**config.mk**
```make
export PLATFORM = sky130hd
export DESIGN_NAME = pipe_hazard_ctrl
export DESIGN_NICKNAME = d
export VERILOG_FILES = /design/src/rtl/pipe_pkg.sv /design/src/rtl/pipe_hazard_ctrl_sat_counter.sv /design/src/rtl/pipe_hazard_ctrl.sv
export SDC_FILE = /design/constraint.sdc
export NUM_CORES = 1
export LEC_CHECK = 0
export ABC_AREA = 1
export CORE_AREA = 5 5 83 85
export CTS_CLUSTER_DIAMETER = 60
export DETAILED_ROUTE_END_ITERATION = 7
export DIE_AREA = 0 0 88 90
export PLACE_DENSITY = 0.78
export SYNTH_ARGS = -nofsm -noshare
export SYNTH_HDL_FRONTEND = slang
export SYNTH_SLANG_ARGS = --single-unit
```
**constraint.sdc**
```tcl
create_clock -name clk -period 1.55 [get_ports clk]
set_clock_uncertainty 0.05 [all_clocks]
set_input_delay 0.31 -clock clk [delete_from_list [all_inputs] [get_ports clk]]
set_output_delay 0.31 -clock clk [all_outputs]
set_load 0.005 [all_outputs]
```
**src/rtl/pipe_pkg.sv**
```systemverilog
// Shared types and constants for the pipeline hazard controller.
package pipe_pkg;

   // Default register-address width (16 architectural registers).
   localparam int REG_AW_DEF = 4;

   // Destination field width inside a scoreboard entry. Register addresses
   // are zero-extended into it, so any REG_AW up to this width is supported.
   localparam int SB_DEST_W = 16;

   // Operand-select encoding: 0 reads the register file, k>0 forwards from
   // in-flight stage k (1=MEM ... DEPTH-1=WB).
   localparam int SEL_RF = 0;

   typedef struct packed {
      logic                 valid;
      logic                 wb_en;
      logic                 mem_r;
      logic [SB_DEST_W-1:0] dest;
   } sb_entry_t;

   localparam sb_entry_t SB_BUBBLE = '0;

endpackage

```
**src/rtl/pipe_hazard_ctrl_sat_counter.sv**
```systemverilog
// Saturating up-counter: counts qualifying cycles and holds at all-ones.
module sat_counter #(
   parameter int CNT_W = 16
) (
   input  logic             clk,
   input  logic             rst,
   input  logic             inc,
   output logic [CNT_W-1:0] count
);

   logic [CNT_W-1:0] r_count;

   // Count up on inc, stop at all-ones so the value never wraps.
   always_ff @(posedge clk) begin
      if (rst) begin
         r_count <= '0;
      end else if (inc && (r_count != {CNT_W{1'b1}})) begin
         r_count <= r_count + CNT_W'(1);
      end
   end

   assign count = r_count;

endmodule

```
**src/rtl/pipe_hazard_ctrl.sv**
```systemverilog
// Hazard detection, stall and forwarding-select generation for the ID stage.
// A scoreboard shift register mirrors the instructions in flight after ID
// (entry 0 = EXE ... entry DEPTH-1 = WB).
module pipe_hazard_ctrl
   import pipe_pkg::*;
#(
   parameter int REG_AW = REG_AW_DEF,
   parameter int DEPTH  = 3,
   parameter int FWD_EN = 1,
   parameter int CNT_W  = 16
) (
   input  logic                     clk,
   input  logic                     rst,
   input  logic                     id_valid,
   input  logic [REG_AW-1:0]        id_src1,
   input  logic [REG_AW-1:0]        id_src2,
   input  logic                     id_two_src,
   input  logic                     id_wb_en,
   input  logic                     id_mem_r_en,
   input  logic [REG_AW-1:0]        id_dest,
   input  logic                     flush,
   output logic                     stall,
   output logic [$clog2(DEPTH)-1:0] fwd_sel1,
   output logic [$clog2(DEPTH)-1:0] fwd_sel2,
   output logic [CNT_W-1:0]         stall_cnt,
   output logic [CNT_W-1:0]         flush_cnt
);

   localparam int SEL_W = $clog2(DEPTH);

   sb_entry_t        r_sb [DEPTH];
   logic [SEL_W-1:0] r_sel1;
   logic [SEL_W-1:0] r_sel2;

   // Entry DEPTH-1 (WB) is never compared: the register file writes before
   // it is read, so the ID stage already sees that result.
   logic [DEPTH-2:0] w_m1;
   logic [DEPTH-2:0] w_m2;
   logic             w_hazard;
   logic             w_stall;
   logic             w_issue;
   logic [SEL_W-1:0] w_sel1_nxt;
   logic [SEL_W-1:0] w_sel2_nxt;
   sb_entry_t        w_id_entry;

   // Compare each used source against every producer still ahead of WB.
   always_comb begin
      w_m1 = '0;
      w_m2 = '0;
      for (int k = 0; k < DEPTH - 1; k++) begin
         w_m1[k] = id_valid & r_sb[k].valid & r_sb[k].wb_en &
                   (r_sb[k].dest == SB_DEST_W'(id_src1));
         w_m2[k] = id_valid & id_two_src & r_sb[k].valid & r_sb[k].wb_en &
                   (r_sb[k].dest == SB_DEST_W'(id_src2));
      end
   end

   // With forwarding only a load still in EXE blocks issue; without it any
   // pending producer does. Flush always wins over a stall.
   always_comb begin
      w_hazard = 1'b0;
      if (FWD_EN != 0) begin
         w_hazard = (w_m1[0] | w_m2[0]) & r_sb[0].mem_r;
      end else begin
         w_hazard = (|w_m1) | (|w_m2);
      end
      w_stall = w_hazard & ~flush;
      w_issue = id_valid & ~w_stall & ~flush;
   end

   // Pick the youngest matching producer: scan oldest to youngest so the
   // lowest index overwrites.
   always_comb begin
      w_sel1_nxt = SEL_W'(SEL_RF);
      w_sel2_nxt = SEL_W'(SEL_RF);
      if ((FWD_EN != 0) && w_issue) begin
         for (int k = DEPTH - 2; k >= 0; k--) begin
            if (w_m1[k]) w_sel1_nxt = SEL_W'(k + 1);
            if (w_m2[k]) w_sel2_nxt = SEL_W'(k + 1);
         end
      end
   end

   // Entry captured into EXE when the ID instruction issues.
   always_comb begin
      w_id_entry       = SB_BUBBLE;
      w_id_entry.valid = 1'b1;
      w_id_entry.wb_en = id_wb_en;
      w_id_entry.mem_r = id_mem_r_en;
      w_id_entry.dest  = SB_DEST_W'(id_dest);
   end

   // Advance the scoreboard and register the EXE operand selects.
   always_ff @(posedge clk) begin
      if (rst) begin
         for (int k = 0; k < DEPTH; k++) r_sb[k] <= SB_BUBBLE;
         r_sel1 <= SEL_W'(SEL_RF);
         r_sel2 <= SEL_W'(SEL_RF);
      end else begin
         r_sb[0] <= w_issue ? w_id_entry : SB_BUBBLE;
         for (int k = 1; k < DEPTH; k++) r_sb[k] <= r_sb[k-1];
         r_sel1 <= w_sel1_nxt;
         r_sel2 <= w_sel2_nxt;
      end
   end

   sat_counter #(.CNT_W(CNT_W)) u_stall_cnt (
      .clk   (clk),
      .rst   (rst),
      .inc   (w_stall),
      .count (stall_cnt)
   );

   sat_counter #(.CNT_W(CNT_W)) u_flush_cnt (
      .clk   (clk),
      .rst   (rst),
      .inc   (flush),
      .count (flush_cnt)
   );

   assign stall    = w_stall;
   assign fwd_sel1 = r_sel1;
   assign fwd_sel2 = r_sel2;

endmodule

```
* Yosys cells after proc, flatten, opt, wreduce, memory -nomap -nowiden
Memories as Yosys holds them, arrays and structs flattened.
Cells that the tools add are included.
** Word-level totals
- Bits in registers :: 36
- Bits in latches :: 0
- Memory bits (writable) :: 57
- Memory bits (read-only) :: 0
- Input bits :: 19
- Output and inout port bits :: 37
- Logic and storage cells :: 55
- Memories kept :: 1
** Operators by class
- $add $sub $neg :: 2
- Multiply operators :: 0
- Div/mod/pow operators :: 0
- Order comparisons :: 0
- Eq/ne operators :: 6
- Shifts and indexed selects :: 0
- Multiplexer cells :: 11
- Bitwise gates (word level) :: 24
- Reductions and logical operators :: 5
** Memories
- r_sb :: depth 3, bits a word 19, read ports 2, clocked after memory_dff 0, write ports 3, RTL line pipe_hazard_ctrl.sv:31 : sb_entry_t r_sb [DEPTH];
** Operators with widths (count)
- $mux W19 :: 4
- $eq A16 B4 Y1 :: 4
- $add A16 B1 Y16 const B :: 2
- $ne A16 B16 Y1 const B :: 2
- $and A1 B1 Y1 :: 17
- $reduce_or A3 Y1 :: 2
- $mux W1 :: 5
- $mux W2 :: 2
- $or A1 B1 Y1 :: 4
- $not A1 Y1 :: 3
- $logic_and A1 B1 Y1 :: 2
- $reduce_or A2 Y1 :: 1

* Depth between registers and ports, before layout
- Depth after elaboration :: 12
- Mapped depth :: 10
- Depth with buffers taken out :: 10

* Modules after synthesis
Synthesis repeated with hierarchy kept, for this count alone.
** Unflattened totals
- Cells, all modules :: 406
- Area total of the unflattened synthesis :: 2615.0 µm²
** By module, submodules not included
- sat_counter :: times used 2, cells each 149, area each 929.6 µm², seq. area each 320.3 µm²
- pipe_hazard_ctrl :: times used 1, cells each 108, area each 755.7 µm², seq. area each 340.3 µm²

* Worst setup path before layout
Ideal clock, no wire load.
- Path kind :: reg2reg
- Start :: register u_stall_cnt.r_count[0], in the netlist u_stall_cnt.count[0]
- End :: register u_stall_cnt.r_count[8], in the netlist u_stall_cnt.count[8]
- Setup time :: 136 ps
- Data arrival time :: 1531 ps
- Path slack :: -167 ps
- Stages on the path, launching flop included :: 10
- Path buffers :: 1
- Cell sequence :: dfxtp_1 > ha_1 > nand2_2 > nor2_4 > nand2_2 > nor2_4 > nand3_4 > clkbuf_1 > nand4_1 > a21oi_2
** On the way
- Cells in the longest elaborated chain, start to end :: 2
** RTL lines
- from (decl) :: RTL line pipe_hazard_ctrl_sat_counter.sv:11 : logic [CNT_W-1:0] r_count;
- from (signal assigned) :: RTL line pipe_hazard_ctrl_sat_counter.sv:18 : r_count <= r_count + CNT_W'(1);
- branches (longest 2 deep; another with $add A16 B1 Y16)
Parallel ways; which one is timed is not known.
A chain may end at the register's enable or synchronous reset.

==> flow_metrics.py <==
metrics = {
    "power_and_ir_drop": {
        "leakagePower_nw": 1.91,
        "powerDensity_nw_per_um2": 594,
        "worst_ir_drop_vdd_v": 0.000422,
        "p_total_mw": 2.52,
    },
    "drt": {
        "wire_per_inst_um": 14.4,
        "routed_wl_um": 8770,
        "vias": 3238,
        "drc": 0,
        "ant_nets": 0,
        "drtIter0Drc": 160,
        "drt_first_pass_iters": 4,
        "avgViaCountPerCell": 5.32,
    },
    "sta": {
        "fmax_mhz": 559,
        "hold_violations": 0,
        "final_max_slew_viol_count": 0,
        "fin_crit_ps": 1790,
        "worst_pin_slew_ps": 326,
        "setup_viol": 19,
        "grt_setup_unrepaired": "true",
        "slew_headroom_pct": 78.2,
        "fin_ws_ps": -240,
        "period_share_pct": 115,
        "finalSetupTns_ps": -2400,
    },
    "cts": {
        "cts.htree.levels": 2,
        "numCtsBuffers": 5,
        "clkTransAtPathRegs_ps": 100,
        "cts.sinks": 49,
        "cts_buffer_depth": 2,
        "ctsHoldBuffers": 0,
        "cts_tree": "done",
        "clock_latency_ps": 310,
        "root_buffer": "clkbuf_8",
    },
    "global_route": {
        "grt_overflow_total": 0,
        "track_usage_pct": 21.0,
        "grt_pass1_wl_um": 13600,
        "grt_pass1_vias": 3172,
        "grt_start_max_net_pins": 21,
        "antenna_found_initial": 0,
    },
    "critical_path": {
        "path_class": "reg2out",
        "critPathLaunch": "r_sb[0][0]",
        "crit_fanout": 4,
        "crit_path_start_kind": "register",
        "crit_required_ps": 1190,
        "crit_path_end_kind": "output port",
        "r2r_start": "r_sb[0][0]",
        "arrival_ps": 1430,
    },
    "synth": {
        "synth_common_cells": "107 x nand2_1, 59 x nor2_1, 50 x inv_1",
        "synth_edf_count": 0,
        "syn_area_sq_um": 2690,
        "synthFlopType": "dfxtp_1",
        "syn_inst": 404,
        "seq_area_frac_synth_pct": 36.5,
        "yosysWarningCount": 0,
        "synth.top_cell.area_share_pct": 36.5,
        "ys_async_sr_fraction_pct": 0,
        "synthTopCellsByArea": "dfxtp_1 36%, nand2_1 15%, nor2_1 8.2%",
        "synth_seq_cells": 49,
        "yosysMostFrequentCell": "nand2_1",
        "synthDistinctLibCells": 26,
        "syn-mean-instance-area_sq_um": 6.66,
        "synth_top_area_cell": "dfxtp_1",
        "syn_nets": 425,
    },
    "die": {
        "die_h_um": 90,
        "num_rows": 29,
        "core_area_sq_um": 6130,
        "die_x_um": 88,
        "io_pins": 56,
        "dieArea_sq_um": 7920,
        "start_util_pct": 43.8,
    },
    "placement": {
        "io_buffers": 55,
        "gp_congestion": 0.914,
        "dp_hpwl_um": 5580,
        "placed_area_sq_um": 3700,
    },
    "outcome": {
        "outcome": "finished, violations left",
        "violations": "setup timing",
    },
    "final_layout": {
        "fill_cells": 479,
        "nNetsFinal": 552,
        "final_cell_area_sq_um": 4250,
        "synthToLayoutAreaGrowth_pct": 58.0,
        "regArea_sq_um": 1060,
        "drive_above_1_share_pct": 32.3,
        "multi_input_area_sq_um": 1620,
        "num_antenna_cells": 0,
        "fin_util_pct": 69.3,
    },
    "min_path": {
        "hp-start": "r_sb[0][17]",
        "hp-class": "reg2reg",
    },
    "run": {
        "maxCapViolCount": 0,
    },
}
-- layer usage --
| layer | global-route usage (%) | vias up | share of wire [%] |
|---|---|---|---|
| met2 | 37.2 | 155 | 51 |
| li1 | - | 1557 | - |
| met1 | 23.5 | 1490 | 39 |
| met4 | 8.82 | 0 | 3.4 |
| met3 | 4.57 | 36 | 6.8 |
| met5 | 0 | - | 0 |
-- area by class of cell --
cell class	instances	area share [%]
multi-input combinational	294	38.2
timing repair buffer	130	27.0
sequential	49	24.9
inverter	51	4.62
tap	77	2.27
clock buffer	6	2.21
clock inverter	2	0.825
-- cells by family (layout without fill, tap and decap cells) --
| family | Yosys count | count (layout) | synth area share (%) |
|---|---|---|---|
| AO/OA/AOI/OAI | 38 | 38 | 8.47 |
| XOR/XNOR | 14 | 14 | 4.56 |
| adder cells (fa/ha/maj) | 2 | 2 | 0.931 |
| buffers and inverters | 62 | 189 | 9.26 |
| flip-flops | 49 | 49 | 36.5 |
| AND/OR/NAND/NOR | 239 | 240 | 40.3 |
-- state kept, by name (all words and copies together) (netlist names) --
signal and flops:
u_flush_cnt.count 16, fwd_sel2 2, u_stall_cnt.count 16, r_sb 13, fwd_sel1 2
-- final timing paths --
check                                            end  slack [ps]  cells past startpoint
worst min-delay path                     r_sb[0][36]         410                      2
worst max-delay path                           stall        -240                      9
worst min register to register           r_sb[0][36]         410                      2
worst max register to register  u_stall_cnt.count[3]        -170                     10
-- where the power goes --
| part | total (mW) | leakage, nW | switching (mW) | internal (mW) |
|---|---|---|---|---|
| clock | 1.03 | 0.0663 | 0.453 | 0.577 |
| combinational | 0.231 | 1.42 | 0.120 | 0.111 |
| sequential | 1.26 | 0.417 | 0.0112 | 1.25 |
| total | 2.52 | 1.91 | 0.584 | 1.94 |
-- cells in the final DEF (no fill, tap or decap), types with 11 or more instances in the layout --
cell type        synthesis  layout
a21oi_1                 17      17
buf_4                    0      67
clkdlybuf4s50_1          0      21
dfxtp_1                 49      13
dfxtp_2                  0      24
dfxtp_4                  0      12
dlygate4sd2_1            0      23
inv_1                   50      47
nand2_1                107     103
nand3_1                 21      15
nand4_1                 25      25
nor2_1                  59      48
xor2_1                  11      11
-- critical path, cell delays in order, from the launching register on --
cell and delay [ps]:
dfxtp_2 360, inv_2 60, nand2_1 70, nand2_1 70, nor2_2 130, nand3_2 110
nand2_2 110, nand2_2 60, inv_1 50, buf_2 110
-- repair_timing --
| item | 4_1_cts | 5_1_grt |
|---|---|---|
| pin swaps | 10 | 20 |
| setup endpoints to repair | 75 | 53 |
| setup buffers | 22 | 3 |
| cloned | 1 | 1 |
| resized for setup | 81 | 46 |
-- per-stage QoR --
stage / instances / setup WS, ps / hold WS, ps
2_1_floorplan: 404 / 0.720 / 353
3_3_place_gp: 575 / -725 / 364
3_5_place_dp: 575 / -754 / 368
4_1_cts: 605 / -208 / 394
5_1_grt: 609 / -325 / 421
6_report: 609 / -240 / 406
(Power assumes the default switching activity.)
